### src/rtl/ldst_io_pkg.sv
// Shared definitions for the LDST sequencer IO mailbox: register offsets,
// STATUS bit positions and the register-select type used by the decoder.
package ldst_io_pkg;

   localparam logic [7:0] DATA_OFS   = 8'd0;
   localparam logic [7:0] STATUS_OFS = 8'd1;
   localparam logic [7:0] CTRL_OFS   = 8'd2;

   localparam int ST_RX_NOT_EMPTY = 0;
   localparam int ST_TX_NOT_FULL  = 1;
   localparam int ST_RX_FULL      = 2;
   localparam int ST_TX_EMPTY     = 3;
   localparam int ST_OVERFLOW     = 4;
   localparam int ST_UNDERRUN     = 5;

   typedef enum logic [1:0] {
      REG_DATA,
      REG_STATUS,
      REG_CTRL,
      REG_NONE
   } reg_sel_e;

endpackage

### src/rtl/ldst_sync_fifo.sv
// Synchronous FIFO with registered pointers and occupancy count.
// Pushes into a full FIFO and pops from an empty one are ignored.
module ldst_sync_fifo #(
   parameter int WIDTH      = 8,
   parameter int DEPTH_LOG2 = 2
) (
   input  logic             clock,
   input  logic             reset_n,
   input  logic             push,
   input  logic [WIDTH-1:0] push_data,
   input  logic             pop,
   output logic             full,
   output logic             empty,
   output logic [WIDTH-1:0] head
);

   localparam int DEPTH = 1 << DEPTH_LOG2;
   localparam logic [DEPTH_LOG2:0]   FULL_COUNT = {1'b1, {DEPTH_LOG2{1'b0}}};
   localparam logic [DEPTH_LOG2-1:0] PTR_ONE    = DEPTH_LOG2'(1);
   localparam logic [DEPTH_LOG2:0]   CNT_ONE    = (DEPTH_LOG2 + 1)'(1);

   logic [WIDTH-1:0]      mem [DEPTH];
   logic [DEPTH_LOG2-1:0] wr_ptr;
   logic [DEPTH_LOG2-1:0] rd_ptr;
   logic [DEPTH_LOG2:0]   count;
   logic                  do_push;
   logic                  do_pop;

   // Full is judged on the registered count, so a same-edge pop never frees room for a push.
   assign full    = (count == FULL_COUNT);
   assign empty   = (count == '0);
   assign do_push = push & ~full;
   assign do_pop  = pop & ~empty;
   assign head    = empty ? '0 : mem[rd_ptr];

   always_ff @(posedge clock or negedge reset_n) begin
      if (!reset_n) begin
         wr_ptr <= '0;
         rd_ptr <= '0;
         count  <= '0;
      end else begin
         if (do_push) wr_ptr <= wr_ptr + PTR_ONE;
         if (do_pop)  rd_ptr <= rd_ptr + PTR_ONE;
         case ({do_push, do_pop})
            2'b10:   count <= count + CNT_ONE;
            2'b01:   count <= count - CNT_ONE;
            default: count <= count;
         endcase
      end
   end

   always_ff @(posedge clock) begin
      if (do_push) mem[wr_ptr] <= push_data;
   end

endmodule

### src/rtl/ldst_io_mailbox.sv
// IO-bus responder exposing a host<->sequencer byte mailbox (RX and TX FIFOs).
// Define LDST_MAILBOX_IRQ_EN to add the CTRL register and the irq output.
module ldst_io_mailbox
   import ldst_io_pkg::*;
#(
   parameter logic [7:0] BASE_ADDR  = 8'h10,
   parameter int         DEPTH_LOG2 = 2
) (
   input  logic       clock,
   input  logic       reset_n,
   input  logic       io_bus_enable,
   input  logic [7:0] io_bus_address,
   input  logic [7:0] io_bus_data_out,
   input  logic       io_bus_out,
   input  logic       io_bus_in,
   output logic [7:0] io_bus_data_in,
   input  logic [7:0] host_tx_data,
   input  logic       host_tx_valid,
   output logic       host_tx_ready,
   output logic [7:0] host_rx_data,
   output logic       host_rx_valid,
   input  logic       host_rx_ready
`ifdef LDST_MAILBOX_IRQ_EN
   ,
   output logic       irq
`endif
);

   reg_sel_e   reg_sel;
   logic       wr;
   logic       rd;
   logic       rx_full;
   logic       rx_empty;
   logic [7:0] rx_head;
   logic       tx_full;
   logic       tx_empty;
   logic       tx_push;
   logic       rx_pop;
   logic       status_rd;
   logic       overflow;
   logic       underrun;
   logic [7:0] status;

   assign wr = io_bus_enable & io_bus_out;
   assign rd = io_bus_enable & io_bus_in;

   always_comb begin
      reg_sel = REG_NONE;
      if (io_bus_address == BASE_ADDR + DATA_OFS)
         reg_sel = REG_DATA;
      else if (io_bus_address == BASE_ADDR + STATUS_OFS)
         reg_sel = REG_STATUS;
`ifdef LDST_MAILBOX_IRQ_EN
      else if (io_bus_address == BASE_ADDR + CTRL_OFS)
         reg_sel = REG_CTRL;
`endif
   end

   assign tx_push   = wr & (reg_sel == REG_DATA);
   assign rx_pop    = rd & (reg_sel == REG_DATA);
   assign status_rd = rd & (reg_sel == REG_STATUS);

   ldst_sync_fifo #(.WIDTH(8), .DEPTH_LOG2(DEPTH_LOG2)) u_rx_fifo (
      .clock     (clock),
      .reset_n   (reset_n),
      .push      (host_tx_valid),
      .push_data (host_tx_data),
      .pop       (rx_pop),
      .full      (rx_full),
      .empty     (rx_empty),
      .head      (rx_head)
   );

   ldst_sync_fifo #(.WIDTH(8), .DEPTH_LOG2(DEPTH_LOG2)) u_tx_fifo (
      .clock     (clock),
      .reset_n   (reset_n),
      .push      (tx_push),
      .push_data (io_bus_data_out),
      .pop       (host_rx_ready),
      .full      (tx_full),
      .empty     (tx_empty),
      .head      (host_rx_data)
   );

   assign host_tx_ready = ~rx_full;
   assign host_rx_valid = ~tx_empty;

   // A STATUS read clears the sticky flags, but a fresh error on the same edge keeps them set.
   always_ff @(posedge clock or negedge reset_n) begin
      if (!reset_n) begin
         overflow <= 1'b0;
         underrun <= 1'b0;
      end else begin
         overflow <= (overflow & ~status_rd) | (tx_push & tx_full);
         underrun <= (underrun & ~status_rd) | (rx_pop & rx_empty);
      end
   end

   always_comb begin
      status                  = 8'h00;
      status[ST_RX_NOT_EMPTY] = ~rx_empty;
      status[ST_TX_NOT_FULL]  = ~tx_full;
      status[ST_RX_FULL]      = rx_full;
      status[ST_TX_EMPTY]     = tx_empty;
      status[ST_OVERFLOW]     = overflow;
      status[ST_UNDERRUN]     = underrun;
   end

`ifdef LDST_MAILBOX_IRQ_EN
   logic [1:0] ctrl;

   always_ff @(posedge clock or negedge reset_n) begin
      if (!reset_n) begin
         ctrl <= 2'b00;
         irq  <= 1'b0;
      end else begin
         if (wr && reg_sel == REG_CTRL) ctrl <= io_bus_data_out[1:0];
         irq <= (ctrl[0] & ~rx_empty) | (ctrl[1] & tx_empty);
      end
   end
`endif

   always_comb begin
      io_bus_data_in = 8'h00;
      if (io_bus_in) begin
         case (reg_sel)
            REG_DATA:   io_bus_data_in = rx_head;
            REG_STATUS: io_bus_data_in = status;
`ifdef LDST_MAILBOX_IRQ_EN
            REG_CTRL:   io_bus_data_in = {6'b000000, ctrl};
`endif
            default:    io_bus_data_in = 8'h00;
         endcase
      end
   end

endmodule

### config.mk
export PLATFORM = sky130hd
export DESIGN_NAME = ldst_io_mailbox
export DESIGN_NICKNAME = d
export VERILOG_FILES = /design/src/rtl/ldst_io_pkg.sv /design/src/rtl/ldst_sync_fifo.sv /design/src/rtl/ldst_io_mailbox.sv
export SDC_FILE = /design/constraint.sdc
export NUM_CORES = 1
export LEC_CHECK = 0
export CORE_ASPECT_RATIO = 1.25
export CORE_MARGIN = 2
export CORE_UTILIZATION = 31
export CTS_CLUSTER_SIZE = 10
export DETAILED_ROUTE_END_ITERATION = 8
export PLACE_DENSITY = 0.58
export SLEW_MARGIN = 20
export SYNTH_ARGS = -nofsm -noshare
export SYNTH_HDL_FRONTEND = slang
export SYNTH_SLANG_ARGS = --single-unit
### constraint.sdc
create_clock -name clock -period 2.16 [get_ports clock]
set_input_delay 0.54 -clock clock [delete_from_list [all_inputs] [get_ports clock]]
set_output_delay 0.54 -clock clock [all_outputs]
set_load 0.02 [all_outputs]
======== Yosys cells after proc, flatten, opt, wreduce, memory -nomap -nowiden ========
Memories as Yosys holds them, arrays and structs flattened.
Index checks and enable logic that the tools add are counted.
word-level totals
  word-level logic and storage cells ...... 64
  memories kept ........................... 2
  register bits after elaboration ......... 16
  latch bits .............................. 0
  ROM bits ................................ 0
  bits in writable memories ............... 64
memory list
  name           depth  width  read ports  clocked after Yosys merged registers in  write ports  line                  source
  u_rx_fifo.mem  4      8      1           0                                        1            ldst_sync_fifo.sv:22  logic [WIDTH-1:0] mem [DEPTH];
  u_tx_fifo.mem  4      8      1           0                                        1            ldst_sync_fifo.sv:22
operators by class
  magnitude comparators ................... 0
  bitwise logic cells ..................... 20
  multiply operators ...................... 0
  div/mod/pow operators ................... 0
  reduce and logical (&&, ||, !) cells .... 5
  shift-type cells ........................ 0
  mux-type cells .......................... 12
  add/subtract/negate cells ............... 8
  equal/unequal tests ..................... 9
operator list
  kind                                                                number
  8-bit 2-to-1 mux                                                    3
  8-bit by 5-bit == test with 1-bit output, second input constant     2
  8-bit case mux with 2 select lines                                  1
  1-bit AND                                                           13
  3-bit case mux with 2 select lines                                  2
  2-bit by 1-bit adder with 2-bit output, second input constant       4
  3-bit by 1-bit adder with 3-bit output, second input constant       2
  2-bit by 1-bit == test with 1-bit output, second input constant     3
  3-bit == test, second input constant                                2
  3-bit logical NOT                                                   2
  3-bit by 1-bit subtractor with 3-bit output, second input constant  2
  1-bit NOT                                                           5
  2-bit == test, second input constant                                2
  1-bit 2-to-1 mux                                                    4
  2-bit 2-to-1 mux                                                    2
  2-bit nonzero test                                                  2
  2-bit logical NOT                                                   1
  1-bit OR                                                            2

======== Logic depth before layout (Yosys ltp) ========
  word-level depth ........................ 8
  mapped depth ............................ 10
  mapped depth without buffers ............ 9

======== Hierarchy ========
Synthesis repeated with hierarchy kept, for this count alone.
second synthesis, totals
  cells, all modules ...................... 203
  area total of the unflattened synthesis .. 3,565.9 um^2
modules (own cells, without submodules)
  module           area each (um^2)  cells each  seq. area each (um^2)  instances
  ldst_sync_fifo   1,656.6           89          1,136.1                2
  ldst_io_mailbox  252.7             25          50.0                   1

======== Worst setup path after synthesis ========
No wires, ideal clock.
  path kind ............................... input to register
  from .................................... in io_bus_address[5]
  to ...................................... reg u_rx_fifo.count[2]
  arrival time ............................ 2,487 ps
  library setup time ...................... 79 ps
  setup slack ............................. -407 ps
  buffers on the path ..................... 1
  data required time ...................... 2,081 ps
  cell stages on the path ................. 9
  cell sequence ........................... or4b_4 buf_6 nor4_4 ha_1 inv_1 fa_1 xor2_1 nor2_1 xor2_1
between the ends
  word-level cells in the longest chain between the ends .. 8
RTL lines
  item                                                                              line                   source
  start, declared                                                                   ldst_io_mailbox.sv:12  input logic [7:0] io_bus_address,
  8-bit by 5-bit == test with 1-bit output                                          ldst_io_mailbox.sv:51  else if (io_bus_address == BASE_ADDR + STATUS_OFS)
  2-bit 2-to-1 mux                                                                  ldst_io_mailbox.sv:51
  2-bit 2-to-1 mux (*)                                                              ldst_io_mailbox.sv:49  if (io_bus_address == BASE_ADDR + DATA_OFS)
  2-bit logical NOT (*)                                                             ldst_io_mailbox.sv:60  assign rx_pop = rd & (reg_sel == REG_DATA);
  1-bit AND (*)                                                                     ldst_io_mailbox.sv:60
  1-bit AND (*)                                                                     ldst_sync_fifo.sv:33   assign do_pop = pop & ~empty;
  via u_rx_fifo.do_pop                                                              ldst_sync_fifo.sv:27   logic do_pop;
  2-bit by 1-bit == test with 1-bit output / 2-bit == test (equally long branches)  ldst_sync_fifo.sv:44   case ({do_push, do_pop})
  3-bit case mux with 2 select lines / 2-bit nonzero test (equally long branches)   n/a
  end signal, assigned                                                              ldst_sync_fifo.sv:45   2'b10: count <= count + CNT_ONE;
  end signal, assigned                                                              ldst_sync_fifo.sv:46   2'b01: count <= count - CNT_ONE;
  end signal, assigned                                                              ldst_sync_fifo.sv:47   default: count <= count;
  end, declared                                                                     ldst_sync_fifo.sv:25   logic [DEPTH_LOG2:0] count;
Mark *: on every way through the listed nets, which the timed path passes. The rest lies on a longest branch.
A chain may end at the register's enable or synchronous reset.

======== Worst setup path after layout ========
  from .................................... in io_bus_address[2]
  to ...................................... out io_bus_data_in[5]
between the ends
  word-level cells in the longest chain between the ends .. 6
RTL lines
  item                                                                                  line                    source
  8-bit by 5-bit == test with 1-bit output                                              ldst_io_mailbox.sv:51
  2-bit 2-to-1 mux                                                                      ldst_io_mailbox.sv:51
  2-bit 2-to-1 mux (*)                                                                  ldst_io_mailbox.sv:49
  2-bit by 1-bit == test with 1-bit output / 2-bit logical NOT (equally long branches)  ldst_io_mailbox.sv:126  case (reg_sel)
  8-bit case mux with 2 select lines (*)                                                ldst_io_mailbox.sv:126
  8-bit 2-to-1 mux (*)                                                                  ldst_io_mailbox.sv:125  if (io_bus_in) begin
  end, declared                                                                         ldst_io_mailbox.sv:16   output logic [7:0] io_bus_data_in,
Mark *: on every way between the ends. The rest lies on a longest branch, timed or not.

==> results_dict.tcl <==
set metrics [dict create \
    irDropWorstVdd_mv 0.6147 \
    fin_util_pct 46.14 \
    endpoint_kind "output pin" \
    rr_endpoint "u_rx_fifo.count[2]" \
    rrSetupSlack_ps 0 \
    outcome "finished, violations left" \
    place_inst 418 \
    antenna_cells 0 \
    layout-drive-gt1-share_pct 48.26 \
    drt_iter0_drc 79 \
    use_met2_pct 22.09 \
    dpl_cell_area_um2 4553 \
    async_flop_share_pct 20.00 \
    instances_no_fill 452 \
    cp_slowest_cell "or4b_4" \
    port_buffers 48 \
    ys_top_cells_by_area "edfxtp_1, dfrtp_1, mux4_2, ha_1, and2_1" \
    routed_wl_um 7042 \
    crit_chain "buf_6 > or4b_4 > buf_12 > nor4_4 > buf_6 > a32o_2 > buf_6" \
    cap_violations 0 \
    leakagePower_nw 1.979 \
    max_stage_delay_ps 580 \
    post-route-period-util_pct 116.0 \
    critPathArrivalTime_ps 1970 \
    grt_util_all_layers_pct 12.76 \
    ys_top_cells_by_count "edfxtp_1, dfrtp_1, mux4_2" \
    slew_headroom_pct 77.91 \
    grt_pass1_vias 2259 \
    cts_buffers 9 \
    synth_seq_area_share_pct 66.33 \
    core_area_um2 11030 \
    yosysMostFrequentCell "edfxtp_1" \
    cellPowerDensity_nw_per_um2 1054 \
    rsz0062_at_grt "yes" \
    wire_per_inst_um 15.58 \
    required_ps 1620 \
    cpMostUsedCell "buf_6" \
    dp_hpwl_um 4952 \
    gr-usage-met3_pct 4.670 \
    period_minus_slack_ps 2506 \
    clkTransAtPathRegs_ps 60 \
    regToRegStartpoint "u_rx_fifo.count[1]" \
    die_area_um2 12160 \
    crit_type "input pin to output pin" \
    synth_top_cell_area_share_pct 54.90 \
    hold_path.class "flop to flop" \
    syn_avg_cell_area_um2 17.50 \
    fillers 968 \
    clkLatencyLatePin_ps 340 \
    reg2reg_depth 9 \
    num_vias 2075 \
    die_h_um 122.8 \
    max_freq_ghz 0.3991 \
    clock_skew_ps 6.066 \
    clockBufferDepth 2 \
    postLayoutCellArea_um2 5089 \
    layout_setup_ws_ps -345.6 \
    ys_seq_elements 80 \
    gp_congestion 0.7140 \
    met1_usage_pct 14.03 \
    grt-ovfl-total 0 \
    cts.htree.levels 3 \
    finalSetupViolCount 15 \
    io_pins 49 \
    syn_inst 200 \
    avgViaCountPerCell 4.591 \
    nets 355 \
    drc 0 \
    cts-root-buf "clkbuf_16" \
    grt_max_degree 17 \
    grt_pass1_wl_um 11400 \
    initial_core_util_pct 31.74 \
    syn2layout_area_growth_pct 45.35 \
    violations "negative setup slack" \
    synth.distinct_cells 40 \
    busiest_layer "met2" \
    ant_nets 0 \
    std_cell_rows 43 \
    syn-num-nets 243 \
    grt_antenna_before_repair 0 \
    hold_end "u_rx_fifo.wr_ptr[0]" \
    synth.cell_area_um2 3501 \
    worstMarginPinSlew_ps 330.3 \
    worstHoldStart "u_rx_fifo.wr_ptr[0]" \
    synth_edf_count 64 \
    yosysWarningCount 0 \
    startpoint "io_bus_address[2]" \
    hold_buffers 0 \
    cts.sinks 80 \
    die_w_um 99.05 \
    dr.pass1.iters 4 \
    synth_area_leader_cell "edfxtp_1" \
    maxSlewViolCount 0 \
    cp_max_fo 7 \
    cts_tree "done" \
    min_path_cells 1 \
    start_kind "input pin" \
    synth-main-ff-cell "edfxtp_1" \
    hold_viol 0 \
]
==> critical path, delay by kind of cell <==
kind                   cells  cell delay, ps
AO/OA/AOI/OAI              1             160
buffers and inverters      4             550
AND/OR/NAND/NOR            2             720
==> area by class of cell <==
class / instances / area (um^2) / share of cell area, %
well taps: 135 / 168.9 / 3.319
clock buffers: 9 / 225.2 / 4.426
repair buffers: 111 / 1057 / 20.78
multi-input cells: 99 / 1201 / 23.60
clock inverters: 7 / 71.32 / 1.402
inverters: 11 / 41.29 / 0.8114
flip-flops and latches: 80 / 2323 / 45.66
==> metrics by stage <==
step                setup WS [ps]  total power [mW]  hold slack (ps)  setup TNS [ps]
CTS                        -333.0             5.354            537.8           -4091
detailed placement          -1156             3.650            520.1          -27910
global placement            -1143             3.615            502.9          -26560
global route               -424.1             5.668            561.0           -4601
floorplan                  -346.5             2.902            244.4           -2261
finish                     -345.6             5.362            534.9           -3501
==> metal layers <==
metal / share of wire, % / vias up
li1: - / 994
met4: 2.2 / 0
met5: 0 / -
met2: 53 / 48
met3: 5.3 / 15
met1: 39 / 1018
==> worst max path at each step <==
stage                     slack (ps)                 end  depth (start not counted)
after floorplan                 -350  u_rx_fifo.count[2]                          9
after global placement         -1140   io_bus_data_in[5]                          6
after detailed placement       -1160   io_bus_data_in[0]                          5
after CTS                       -330  u_rx_fifo.count[2]                         10
after global routing            -420  u_rx_fifo.count[2]                         10
final                           -350   io_bus_data_in[5]                          7
==> report_power, final <==
part,total [mW],switching (mW),internal [mW],leakage [nW]
sequential,2.07,0.158,1.91,0.775
combinational,1.82,0.761,1.05,1.06
clock,1.48,0.587,0.894,0.141
==> what timing repair did <==
action | CTS | global route
gates cloned | 1 | 0
buffers inserted | 14 | 5
resized for setup | 143 | 26
endpoints found under the setup margin | 55 | 21
pin swaps | 18 | 10
==> cell usage in the layout (no fill, tap or decap), types with 3 or more instances in the layout <==
| cell type | n |
|---|---|
| and3_1 | 4 |
| and2_1 | 5 |
| nor2_1 | 3 |
| nand3_1 | 3 |
| buf_12 | 6 |
| a32o_2 | 3 |
| clkbuf_16 | 9 |
| buf_2 | 5 |
| mux4_2 | 16 |
| buf_6 | 29 |
| edfxtp_1 | 64 |
| and2_4 | 10 |
| clkdlybuf4s50_1 | 20 |
| inv_1 | 10 |
| buf_4 | 47 |
| xnor2_1 | 5 |
| nand2_1 | 3 |
| xor2_1 | 7 |
| nor4_4 | 3 |
| dfrtp_1 | 15 |
| ha_1 | 8 |
==> logic make-up (layout without fill, tap and decap cells) <==
logic type | after synthesis | count (layout) | share of synthesized area (%)
flip-flops | 80 | 80 | 66.33
AND/OR/NAND/NOR | 46 | 46 | 9.864
buffers and inverters | 21 | 138 | 2.573
multiplexers | 19 | 19 | 11.22
adder cells (fa/ha/maj) | 12 | 12 | 4.718
XOR/XNOR | 12 | 12 | 3.002
AO/OA/AOI/OAI | 10 | 10 | 2.287
==> registers in the layout, indices dropped and copies added (netlist names), 2 cells and up <==
name / flops
u_rx_fifo.wr_ptr: 2
u_rx_fifo.rd_ptr: 2
u_rx_fifo.count: 3
u_rx_fifo.mem: 32
u_tx_fifo.wr_ptr: 2
u_tx_fifo.rd_ptr: 2
u_tx_fifo.mem: 32
u_tx_fifo.count: 3
(Power assumes the default switching activity.)
